===== config.mk =====
export PLATFORM = sky130hd
export DESIGN_NAME = inv_sbox_unit
export DESIGN_NICKNAME = d
export VERILOG_FILES = /design/src/rtl/inv_sbox_unit.sv
export SDC_FILE = /design/constraint.sdc
export NUM_CORES = 1
export LEC_CHECK = 0
export ABC_AREA = 1
export BUFFER_PORTS_ARGS = -buffer_cell sky130_fd_sc_hd__clkbuf_2
export CORE_MARGIN = 3
export CORE_UTILIZATION = 35
export CTS_CLUSTER_SIZE = 24
export DETAILED_ROUTE_END_ITERATION = 12
export GPL_TIMING_DRIVEN = 1
export PLACE_DENSITY = 0.58
export SYNTH_ARGS = -nofsm -noshare
export SYNTH_HDL_FRONTEND = slang
export SYNTH_SLANG_ARGS = --single-unit

===== constraint.sdc =====
create_clock -name clk -period 3.55 [get_ports clk]
set_clock_uncertainty 0.15 [all_clocks]
set_input_delay 0.355 -clock clk [delete_from_list [all_inputs] [get_ports clk]]
set_output_delay 0.355 -clock clk [all_outputs]
set_load 0.02 [all_outputs]

===== src/rtl/inv_sbox_unit.sv =====
// inv_sbox_unit: sequential inverse 4-bit S-box over NIBBLES lanes, one lane
// per clock (LSB lane first), followed by a round-key XOR and a done pulse.
//
// Handshake: start is a request taken only while the unit is idle (busy=0;
// the done cycle is also idle). An accepted start captures din and key on
// that edge. busy stays high until the result is written. done pulses for
// exactly one cycle in the cycle dout changes. Starts seen while busy=1 are
// dropped, not queued.
module inv_sbox_unit #(
  parameter int NIBBLES = 4,
  localparam int W  = 4 * NIBBLES,
  localparam int CW = (NIBBLES > 1) ? $clog2(NIBBLES) : 1
) (
  input  logic         clk,
  input  logic         rst_n,
  input  logic         start,
  input  logic [W-1:0] din,
  input  logic [W-1:0] key,
  output logic [W-1:0] dout,
  output logic         busy,
  output logic         done,
  output logic [0:0]   dbg_state
);

  localparam logic [0:0] S_IDLE = 1'b0;
  localparam logic [0:0] S_RUN  = 1'b1;

  logic [0:0]   r_state;
  logic [CW-1:0] r_cnt;
  logic [W-1:0] r_work;
  logic [W-1:0] r_key;
  logic [W-1:0] r_dout;
  logic         r_busy;
  logic         r_done;

  logic [W-1:0] w_work_sub;
  logic         w_last;

  // Inverse substitution table for one nibble.
  function automatic logic [3:0] inv_s(input logic [3:0] x);
    logic [3:0] y;
    case (x)
      4'h0: y = 4'h0;  4'h1: y = 4'h8;  4'h2: y = 4'hC;  4'h3: y = 4'h2;
      4'h4: y = 4'hD;  4'h5: y = 4'h9;  4'h6: y = 4'h1;  4'h7: y = 4'h6;
      4'h8: y = 4'hE;  4'h9: y = 4'hF;  4'hA: y = 4'hB;  4'hB: y = 4'h4;
      4'hC: y = 4'h7;  4'hD: y = 4'hA;  4'hE: y = 4'h3;  default: y = 4'h5;
    endcase
    return y;
  endfunction

  // Working word with the lane selected by r_cnt substituted.
  always_comb begin
    w_work_sub = r_work;
    for (int i = 0; i < NIBBLES; i++) begin
      if (CW'(i) == r_cnt) begin
        w_work_sub[4*i +: 4] = inv_s(r_work[4*i +: 4]);
      end
    end
    w_last = (r_cnt == CW'(NIBBLES - 1));
  end

  // Control FSM and datapath registers.
  always_ff @(posedge clk or negedge rst_n) begin
    if (!rst_n) begin
      r_state <= S_IDLE;
      r_cnt   <= '0;
      r_work  <= '0;
      r_key   <= '0;
      r_dout  <= '0;
      r_busy  <= 1'b0;
      r_done  <= 1'b0;
    end else begin
      r_done <= 1'b0;
      case (r_state)
        S_IDLE: begin
          if (start) begin
            r_work  <= din;
            r_key   <= key;
            r_cnt   <= '0;
            r_busy  <= 1'b1;
            r_state <= S_RUN;
          end
        end
        S_RUN: begin
          r_work <= w_work_sub;
          if (w_last) begin
            // Final lane: publish the fully substituted word mixed with the key.
            r_dout  <= w_work_sub ^ r_key;
            r_done  <= 1'b1;
            r_busy  <= 1'b0;
            r_cnt   <= '0;
            r_state <= S_IDLE;
          end else begin
            r_cnt <= r_cnt + CW'(1);
          end
        end
        default: begin
          r_state <= S_IDLE;
          r_busy  <= 1'b0;
          r_cnt   <= '0;
        end
      endcase
    end
  end

  assign dout      = r_dout;
  assign busy      = r_busy;
  assign done      = r_done;
  assign dbg_state = r_state;

endmodule

=== Word level (Yosys, flattened, before mapping) ===
Memory sizes are Yosys's and may differ from the RTL's.
Cells that the tools add are included.

* Memory bits (read-only): 256
* Output and inout bits: 19
* Memories: 4
* RAM bits: 0
* Latch bits: 0
* Logic and storage cells: 41
* Input port bits: 35
* Bits in registers: 53

* Bitwise gates (word level): 2
* Divide/modulo/power cells: 0
* $mul: 0
* Order comparisons: 0
* Equality and inequality tests: 6
* Shift-type cells: 0
* Add/sub/neg operators: 1
* Muxes and demuxes: 17
* Reduce and logical (&&, ||, !) cells: 4

{| class="wikitable"
|+ Memories
! memory !! words !! width !! read ports !! clocked after Yosys merged registers in !! write ports !! line !! source
|-
| (no name shown) || 16 || 4 || 1 || 0 || 0 || 42 || <nowiki>case (x)</nowiki>
|-
| (no name shown) || 16 || 4 || 1 || 0 || 0 || 42 ||
|-
| (no name shown) || 16 || 4 || 1 || 0 || 0 || 42 ||
|-
| (no name shown) || 16 || 4 || 1 || 0 || 0 || 42 ||
|}

{| class="wikitable"
|+ Operator list
! operator !! count
|-
| 16-bit one-hot mux with 2 select lines || 1
|-
| 16-bit 2-to-1 mux || 1
|-
| 4-bit 2-to-1 mux || 4
|-
| 16-bit bitwise XOR || 1
|-
| 1-bit 2-to-1 mux || 6
|-
| 2-bit AND reduction || 3
|-
| 2-bit == test (first input constant) || 2
|-
| 2-bit 2-to-1 mux || 2
|-
| 1-bit one-hot mux with 2 select lines || 2
|-
| 2-bit one-hot mux with 2 select lines || 1
|-
| 2-bit by 1-bit adder with 2-bit output (second input constant) || 1
|-
| 1-bit by 2-bit == test with 1-bit output (first input constant) || 1
|-
| 2-bit == test (second input constant) || 1
|-
| 2-bit zero test || 1
|-
| 2-bit by 1-bit inequality test with 1-bit output (second input constant) || 1
|-
| 2-bit inequality test (second input constant) || 1
|-
| 1-bit inverter || 1
|}

=== Longest topological paths before layout ===
Gate-level depths: netlist of the first run.

* Depth in word-level cells: 3
* Gate-level depth with buffers: 9
* Gate-level depth less buffers: 9

=== Least setup slack after synthesis of the first run ===
Ideal clock, no wire load.

* Path type: reg-to-reg
* From: register r_work[12]
* To: register r_work[14]
* Arrival time: 1.208 ns
* Setup time: 0.131 ns
* Setup slack: 2.062 ns
* Period minus slack after synthesis: 1.488 ns
* Cell stages (with the launch flop): 7
* Data required time: 3.269 ns
* Buffers on the path: 0
* Cell sequence: dfrtp_1 inv_1 ha_1 o21ai_0 nand2_1 nand2_1 o211ai_1

* Word-level cells in the longest chain between the ends: 3

{| class="wikitable"
|+ RTL lines
! item !! line !! source
|-
| start: declaration || 30 || <nowiki>logic [W-1:0] r_work;</nowiki>
|-
| start signal: assignment || 77 || <nowiki>r_work <= din;</nowiki>
|-
| start signal: assignment || 85 || <nowiki>r_work <= w_work_sub;</nowiki>
|-
| memory 16 x 4 bit || - ||
|-
| 4-bit 2-to-1 mux || 55 || <nowiki>if (CW'(i) == r_cnt) begin</nowiki>
|-
| 16-bit one-hot mux with 2 select lines || 74 || <nowiki>case (r_state)</nowiki>
|}

No other way between the ends.
A chain may end at the register's enable or synchronous reset.

=== Worst setup path in the final report of the first run ===
* From: register r_state, in the netlist dbg_state
* To: register r_work[4]

* Word-level cells in the longest chain between the ends: 2
* Elaborated cells between the ends (all ways): 3
* Those cells by class: eq/ne: 1; mux: 1; bitwise: 1

{| class="wikitable"
|+ RTL lines
! item !! line !! source
|-
| start: declaration || 28 || <nowiki>logic [0:0] r_state;</nowiki>
|-
| start signal: assignment || 65 || <nowiki>r_state <= S_IDLE;</nowiki>
|-
| start signal: assignment || 81 || <nowiki>r_state <= S_RUN;</nowiki>
|-
| start signal: assignment || 92 || <nowiki>r_state <= S_IDLE;</nowiki>
|-
| 1-bit inverter (no source line) || - ||
|-
| 16-bit one-hot mux with 2 select lines / 2-bit inequality test (equally long branches) || - ||
|}

Parallel ways exist; a longest one is shown, timed or not.

==> results.yml, run 1 <==
status:
  outcome: "finished, final reports clean"
sta:
  max_freq_mhz: 482
  finalCritPeriodShare_pct: 58.4
  finalSetupViolations: 0
  slew_viol_final: 0
  setup_ws_ps: 1480
  slew_headroom_pct: 35.2
  worstMarginPinSlew_ps: 972
  period_minus_slack_ps: 2070
  rsz0062_at_grt: "false"
  hold_viol_final: 0
  tns_ps: 0
drt:
  dr_total_vias: 2712
  vias_per_cell: 4.87
  wirelength_mm: 7.27
  drt-pass1-iter-count: 4
  ant_nets: 0
  first_iter_violations: 91
  drc_errors: 0
  wl_per_cell_um: 13.0
grt:
  grt_most_used_layer: "met2"
  grt_first_pass_wirelength_mm: 12.3
  grtUsageMet1_pct: 20.6
  grt_util_met2_pct: 25.3
  grt_start_max_net_pins: 49
  grt_usage_pct: 15.2
  grtUsageMet3_pct: 2.92
  grt-ovfl-total: 0
  grt_pass1_vias: 2638
  antenna_found_initial: 0
setup_path:
  crit_required_ps: 3640
  crit_arrival_ps: 2160
  criticalPathCategory: "flip-flop to flip-flop"
  cpPeakStageDelay_ps: 590
  path_max_fanout: 48
  worst_setup_path_end_kind: "flip-flop"
  cp_slowest_cell: "dfrtp_1"
  crit_path_cell_trace: "inv_2 -> nand2_2 -> inv_2 -> nand2_1 -> o21ai_0 -> o21bai_1"
  crit_start: "dbg_state$_DFF_PN0_"
  r2r_end: "r_work[4]$_DFFE_PN0P_"
  crit_top_cell: "inv_2"
  r2r_slack_ps: 1480
  start_kind: "flip-flop"
  worstRegToRegCells: 6
  cp-endpoint: "r_work[4]$_DFFE_PN0P_"
  r2r-start: "dbg_state$_DFF_PN0_"
clock_tree:
  cts_root_buffer: "clkbuf_8"
  postCtsHoldBufs: 0
  clock-sinks: 53
  post_cts_buffers: 0
  clockBufferDepth: 2
  clk_pin_slew_ps: 100
  clkLatencyLatePin_ps: 310
  cts_resized: 0
  htreeDepth: 2
  cts_tree: "yes"
  cts_buffers: 5
finish:
  multiInputGateArea_um2: 1500
  num-nets-final: 510
  antennaDiodeCount: 0
  layout_common_cells: "152 x nand2_1, 53 x dfrtp_1, 53 x clkbuf_2"
  fin_cells: 557
  fill_cells: 917
  ff_latch_area_um2: 1330
  drive_gt1_share_pct: 15.0
  areaGrowthSynthToFinish_pct: 13.1
  layout_commonest_cell: "nand2_1"
power_and_ir_drop:
  ir_drop_mv: 0.288
  p_leak_nw: 1.83
  power_mw: 3.14
  power_density_nw_per_um2: 901
synthesis:
  ys.flop_type: "dfrtp_1"
  synth_edf_count: 0
  ys_ff_latch: 53
  synth_area_um2: 3090
  syn_inst: 401
  yosys-top-cells-area: "dfrtp_1 43%, nand2_1 18%, ha_1 9.7%, nand3_1 6.8%, inv_1 5.2%"
  synth_seq_area_share_pct: 43.0
  async_flop_share_pct: 100
  syn_nets: 460
  synth_area_leader_cell: "dfrtp_1"
  yosysUniqueCellTypes: 24
  yosys_warnings: 0
  synth_area_per_cell_um2: 7.69
  synth_top_area_share_pct: 43.0
floorplanning:
  rows: 33
  die_w_um: 99.9
  io_pins: 54
  floorplan.initialDensity_pct: 36.8
  core_um2: 8380
  die_area_um2: 9980
  fp.dieH_um: 99.9
run:
  cap_viol_max_count: 0
place:
  pre_cts_ws_ps: 1470
  gp_congestion: 0.875
  place_hpwl_mm: 5.39
  io_buffers: 53
  placed_cells: 549
hold_path:
  min_path_type: "input port to async pin"
critical path: cells and delay by family, from the launching register on:
kind / cells / cell delay (ps)
buffers and inverters: 2 / 820
DFF: 1 / 590
AOI/OAI and AO/OA: 2 / 220
and+or+nand+nor: 2 / 200
layer usage:
metal / up-vias / routed length [µm]
met1: 1270 / 3530
li1: 1390 / -
met5: - / 0
met2: 44 / 3380
met4: 0 / 77
met3: 8 / 282
final cells by class:
class                      count  area share (%)
multi-input combinational    291            43.0
clock inverter                 3           0.502
timing repair buffer          54            7.81
inverter                      46            4.98
tap                          105            3.76
sequential                    53            38.0
clock buffer                   5            1.97
stage by stage:
stage          utilization (%)  hold slack (ps)  cell area (µm²)
6_report                  41.6             33.7             3490
5_1_grt                   41.6             98.8             3490
4_1_cts                   41.6             75.5             3490
3_5_place_dp              40.6              315             3400
3_3_place_gp              40.6              311             3400
2_1_floorplan                -            -90.6             3090
Yosys cell counts (2+ instances only):
| master | instances |
|---|---|
| o21bai_1 | 3 |
| buf_6 | 4 |
| inv_2 | 2 |
| buf_4 | 2 |
| a31oi_1 | 2 |
| a21oi_1 | 3 |
| nand3_1 | 42 |
| o211ai_1 | 14 |
| nand2_1 | 152 |
| dfrtp_1 | 53 |
| buf_2 | 4 |
| nor2_1 | 14 |
| inv_1 | 43 |
| o21ai_0 | 19 |
| o21ai_1 | 8 |
| ha_1 | 24 |
| nand4_1 | 5 |
flip-flops by register name (all words and copies together), names as in the netlist:
register	cells
busy	1
dout	16
r_cnt	2
dbg_state	1
r_work	16
done	1
r_key	16
where the power goes:
| group | switching (mW) | internal, mW |
|---|---|---|
| clock network | 0.211 | 0.137 |
| logic | 1.04 | 0.568 |
| registers | 0.280 | 0.905 |
cell families after synthesis:
family,share of synthesized area (%)
simple gates,29.2
buf+inv,8.39
flops,43.0
compound gates,9.69
fa+ha+maj,9.73
worst min path at each step:
stage | cells after the start | slack (ps) | end | from
3_3_place_gp | 2 | 310 | dout[13]$_DFFE_PN0P_ | dout[13]$_DFFE_PN0P_
6_report | 1 | 30 | dout[10]$_DFFE_PN0P_ | rst_n
5_1_grt | 3 | 100 | r_key[3]$_DFFE_PN0P_ | key[3]
4_1_cts | 1 | 80 | dout[15]$_DFFE_PN0P_ | rst_n
2_1_floorplan | 0 | -90 | busy$_DFFE_PN0P_ | rst_n
3_5_place_dp | 2 | 320 | dout[6]$_DFFE_PN0P_ | dout[6]$_DFFE_PN0P_
Power figures use the tool's default switching activity.
==> run 2: changes to the inputs <==
==> constraint.sdc (replaced) <==
create_clock -name clk -period 2 [get_ports clk]
set_clock_uncertainty 0.15 [all_clocks]
set_input_delay 0.2 -clock clk [delete_from_list [all_inputs] [get_ports clk]]
set_output_delay 0.2 -clock clk [all_outputs]
set_load 0.02 [all_outputs]
==> results.yml, run 2 (same netlist as run 1, synthesis figures left out) <==
clock_tree:
  clockBufferDepth: 2
  cts_resized: 0
  htreeDepth: 2
  cts_root_buffer: "clkbuf_8"
  post_cts_buffers: 0
  clkLatencyLatePin_ps: 300
  cts_buffers: 5
  clk_pin_slew_ps: 90
  clock-sinks: 53
  cts_tree: "yes"
  postCtsHoldBufs: 27
drt:
  vias_per_cell: 4.81
  ant_nets: 0
  wirelength_mm: 7.57
  met3_length_um: 383
  highest_layer: "met4"
  drt-pass1-iter-count: 4
  wl_met2_mm: 3.56
  drc_errors: 0
  wl_per_cell_um: 12.8
  first_iter_violations: 131
  dr_total_vias: 2835
  wl_met1_mm: 3.53
floorplanning:
  fp.dieH_um: 99.9
  die_w_um: 99.9
  die_area_um2: 9980
  rows: 33
  floorplan.initialDensity_pct: 36.8
  core_um2: 8380
  io_pins: 54
grt:
  grt-ovfl-total: 0
  grt_pass1_vias: 2804
  grt_first_pass_wirelength_mm: 13.2
  antenna_found_initial: 0
  grt_usage_pct: 16.1
  grt_start_max_net_pins: 54
place:
  io_buffers: 53
  place_hpwl_mm: 5.41
  gp_congestion: 0.900
sta:
  worstMarginPinSlew_ps: 468
  period_minus_slack_ps: 1740
  hold_viol_final: 1
  max_freq_mhz: 576
  hold_ws_ps: -3.07
  slew_headroom_pct: 68.8
  rsz0062_at_grt: "false"
  finalSetupViolations: 0
  slew_viol_final: 0
  finalCritPeriodShare_pct: 86.8
  tns_ps: 0
setup_path:
  r2r_slack_ps: 260
  criticalPathCategory: "flip-flop to flip-flop"
  crit_required_ps: 2040
  start_kind: "flip-flop"
  crit_arrival_ps: 1780
  path_max_fanout: 5
  worst_setup_path_end_kind: "flip-flop"
finish:
  drive_gt1_share_pct: 15.1
  layout_common_cells: "152 x nand2_1, 53 x dfrtp_1, 53 x clkbuf_2"
  layout_commonest_cell: "nand2_1"
  antennaDiodeCount: 0
  areaGrowthSynthToFinish_pct: 24.4
  num-nets-final: 544
power_and_ir_drop:
  power_density_nw_per_um2: 1490
  ir_drop_mv: 0.430
  p_leak_nw: 1.99
  power_mw: 5.71
status:
  failed_checks: "hold timing"
  outcome: "finished, violations left"
run:
  cap_viol_max_count: 0
hold_path:
  min_path_type: "input port to flip-flop"
==> run 2: cell types whose count changed in the layout (fill, tap and decap cells not counted) <==
cell	previous run	this run
dlygate4sd3_1	0	27
buf_4	1	6
buf_12	0	2
clkinv_2	3	1
clkbuf_1	0	1
clkbuf_8	5	6
clkinvlp_4	1	0
==> run 2: worst paths after layout <==
check,startpoint,endpoint,depth (start not counted)
max in group asynchronous,rst_n,r_work[3]$_DFFE_PN0P_,3
worst min-delay path,din[6],r_work[6]$_DFFE_PN0P_,3
min in group asynchronous,rst_n,dout[8]$_DFFE_PN0P_,3
worst min register to register,dout[8]$_DFFE_PN0P_,dout[8]$_DFFE_PN0P_,2
worst max register to register,r_cnt[0]$_DFFE_PN0P_,dout[15]$_DFFE_PN0P_,8
worst max-delay path,r_cnt[0]$_DFFE_PN0P_,dout[15]$_DFFE_PN0P_,8
==> run 2: critical path: stages, from the launching register on <==
cell	delay, ps
dfrtp_1	420
ha_1	290
inv_1	140
nor2_1	210
nand3_1	130
nand2_1	110
nand2_1	50
nand3_1	60
nand2_1	70
==> run 2: routing by layer <==
metal | track usage, % | vias to the layer above
li1 | - | 1448
met1 | 21.9 | 1312
met2 | 26.7 | 64
met3 | 2.92 | 11
met4 | 3.78 | 0
met5 | 0 | -
==> run 2: where the power goes <==
group | internal, mW | switching, mW
clock network | 0.276 | 0.349
logic | 1.10 | 1.87
registers | 1.61 | 0.500
total | 2.99 | 2.72
==> run 2: final cells by class <==
type / count / area [µm²]
multi-input combinational: 291 / 1500
inverter: 46 / 174
tap: 105 / 131
fill: 883 / 4540
timing repair buffer: 88 / 621
sequential: 53 / 1330
clock buffer: 7 / 86.3
==> run 2: metrics by stage <==
step	std cells	worst slack [ps]	instance area (µm²)	utilization (%)
after floorplan	401	512	3090	-
after global placement	556	328	3480	41.5
after detailed placement	556	278	3480	41.5
after CTS	590	264	3840	45.8
after global routing	590	96.7	3840	45.8
final	590	265	3840	45.8
==> run 3: changes to the inputs <==
--- a/config.mk
+++ b/config.mk
@@ -13,6 +13,7 @@
 export DETAILED_ROUTE_END_ITERATION = 12
 export GPL_TIMING_DRIVEN = 1
 export PLACE_DENSITY = 0.58
+export REMOVE_ABC_BUFFERS = 1
 export SYNTH_ARGS = -nofsm -noshare
 export SYNTH_HDL_FRONTEND = slang
 export SYNTH_SLANG_ARGS = --single-unit
==> results.yml, run 3 (same netlist as run 1, synthesis figures left out) <==
status:
  outcome: "finished, final reports clean"
floorplanning:
  io_pins: 54
  fp.dieH_um: 99.9
  die_area_um2: 9980
  floorplan.initialDensity_pct: 36.8
  die_w_um: 99.9
  core_um2: 8380
  rows: 33
power_and_ir_drop:
  p_leak_nw: 1.98
  power_mw: 5.68
  p_sw_share_pct: 47.4
  combPwrFrac_pct: 52.0
  power_frac_clock_pct: 11.1
  ir_drop_mv: 0.566
  p_seq_share_pct: 36.8
  power_switching_mw: 2.69
  internal-power_mw: 2.98
  power_density_nw_per_um2: 1480
drt:
  first_iter_violations: 75
  dr_total_vias: 2806
  ant_nets: 0
  wl_per_cell_um: 12.4
  drt-pass1-iter-count: 4
  wirelength_mm: 7.31
  vias_per_cell: 4.77
  drc_errors: 0
finish:
  fill_cells: 889
  layout_commonest_cell: "nand2_1"
  drive_gt1_share_pct: 14.7
  areaGrowthSynthToFinish_pct: 23.9
  antennaDiodeCount: 0
  layout_common_cells: "152 x nand2_1, 53 x dfrtp_1, 53 x clkbuf_2"
  num-nets-final: 542
clock_tree:
  cts_buffers: 5
  htreeDepth: 2
  cts_tree: "yes"
  cts_root_buffer: "clkbuf_8"
  clock-sinks: 53
  clockBufferDepth: 2
  clkLatencyLatePin_ps: 300
  clk_pin_slew_ps: 100
setup_path:
  path_max_fanout: 5
  start_kind: "flip-flop"
  r2r_end: "dout[15]$_DFFE_PN0P_"
  crit_top_cell: "nand2_1"
  criticalPathCategory: "flip-flop to flip-flop"
  crit_path_cell_trace: "ha_1 -> inv_1 -> nor2_1 -> nand3_1 -> nand2_1 -> nand2_1 -> nand3_1 -> nand2_1"
  r2r_slack_ps: 300
  cp_slowest_cell: "dfrtp_1"
  r2r-start: "r_cnt[0]$_DFFE_PN0P_"
  cpPeakStageDelay_ps: 430
  worstRegToRegCells: 8
  worst_setup_path_end_kind: "flip-flop"
  crit_arrival_ps: 1740
  crit_required_ps: 2050
grt:
  grt-ovfl-total: 0
  grt_start_max_net_pins: 49
  grt_first_pass_wirelength_mm: 12.6
  grt_usage_pct: 15.5
  antenna_found_initial: 0
  grt_pass1_vias: 2737
sta:
  hold_viol_final: 0
  rsz0062_at_grt: "false"
  slew_viol_final: 0
  hold_ws_ps: 11.0
  period_minus_slack_ps: 1700
  tns_ps: 0
  max_freq_mhz: 590
  setup_ws_ps: 305
  slew_headroom_pct: 60.8
  finalSetupViolations: 0
  finalCritPeriodShare_pct: 84.8
  worstMarginPinSlew_ps: 588
hold_path:
  whs_endpoint: "r_work[6]$_DFFE_PN0P_"
  hold_path_startpoint: "din[6]"
  hold_depth: 3
  min_path_type: "input port to flip-flop"
place:
  gp_congestion: 0.862
  io_buffers: 53
  place_hpwl_mm: 5.06
  pre_cts_ws_ps: 294
run:
  cap_viol_max_count: 0
run 3: cell types whose count changed in the layout (fill, tap and decap cells not counted), sizes merged:
cell  delta
buf      -2
run 3: power groups by stage:
stage / sequential [mW] / clock (mW) / combinational (mW)
finish: 2.09 / 0.632 / 2.95
CTS: 2.09 / 0.657 / 2.99
global route: 2.18 / 0.694 / 3.44
floorplan: 2.24 / 0 / 1.91
detailed placement: 2.11 / 0 / 2.94
global placement: 2.09 / 0 / 2.90
run 3: worst max path at each step:
stage,startpoint,to,slack (ps),depth (start not counted)
floorplan,dbg_state$_DFF_PN0_,r_work[8]$_DFFE_PN0P_,270,6
global placement,r_cnt[0]$_DFFE_PN0P_,dout[15]$_DFFE_PN0P_,320,8
detailed placement,r_cnt[0]$_DFFE_PN0P_,dout[15]$_DFFE_PN0P_,290,8
CTS,r_cnt[0]$_DFFE_PN0P_,dout[15]$_DFFE_PN0P_,290,8
global route,r_cnt[0]$_DFFE_PN0P_,dout[13]$_DFFE_PN0P_,120,8
finish,r_cnt[0]$_DFFE_PN0P_,dout[15]$_DFFE_PN0P_,300,8
run 3: metal layers:
metal | vias to the layer above | wire [µm] | global-route usage (%)
li1 | 1447 | - | -
met1 | 1308 | 3520 | 20.7
met2 | 47 | 3500 | 26.5
met3 | 4 | 251 | 2.50
met4 | 0 | 48 | 3.15
met5 | - | 0 | 0
run 3: cell type report:
cell class                      instances  area [µm²]  share of cell area, %
Inverter                               46         174                   4.55
Timing Repair Buffer                   86         606                   15.8
Sequential cell                        53        1330                   34.7
Multi-Input combinational cell        291        1500                   39.2
Clock buffer                            7        86.3                   2.26
Tap cell                              105         131                   3.44
run 3: metrics by stage:
step	instances	util (%)	instance area, µm²
after floorplan	390	-	3000
after global placement	554	41.4	3470
after detailed placement	554	41.4	3470
after CTS	588	45.6	3820
after global routing	588	45.6	3820
final	588	45.6	3820
run 3: timing repair:
item / CTS / global route
buffers inserted: 0 / 0
hold buffers: 27 / 0
endpoints found under the setup margin: 0 / 0
resized for setup: 0 / 0
endpoints found under the hold margin: 46 / 0
run 3: worst max-delay path: cells and delay by family (launching register included):
kind / cells / cell delay, ps
buffers and inverters: 1 / 130
adder cells (fa/ha/maj): 1 / 280
AND/OR/NAND/NOR: 6 / 590
flip-flops: 1 / 430
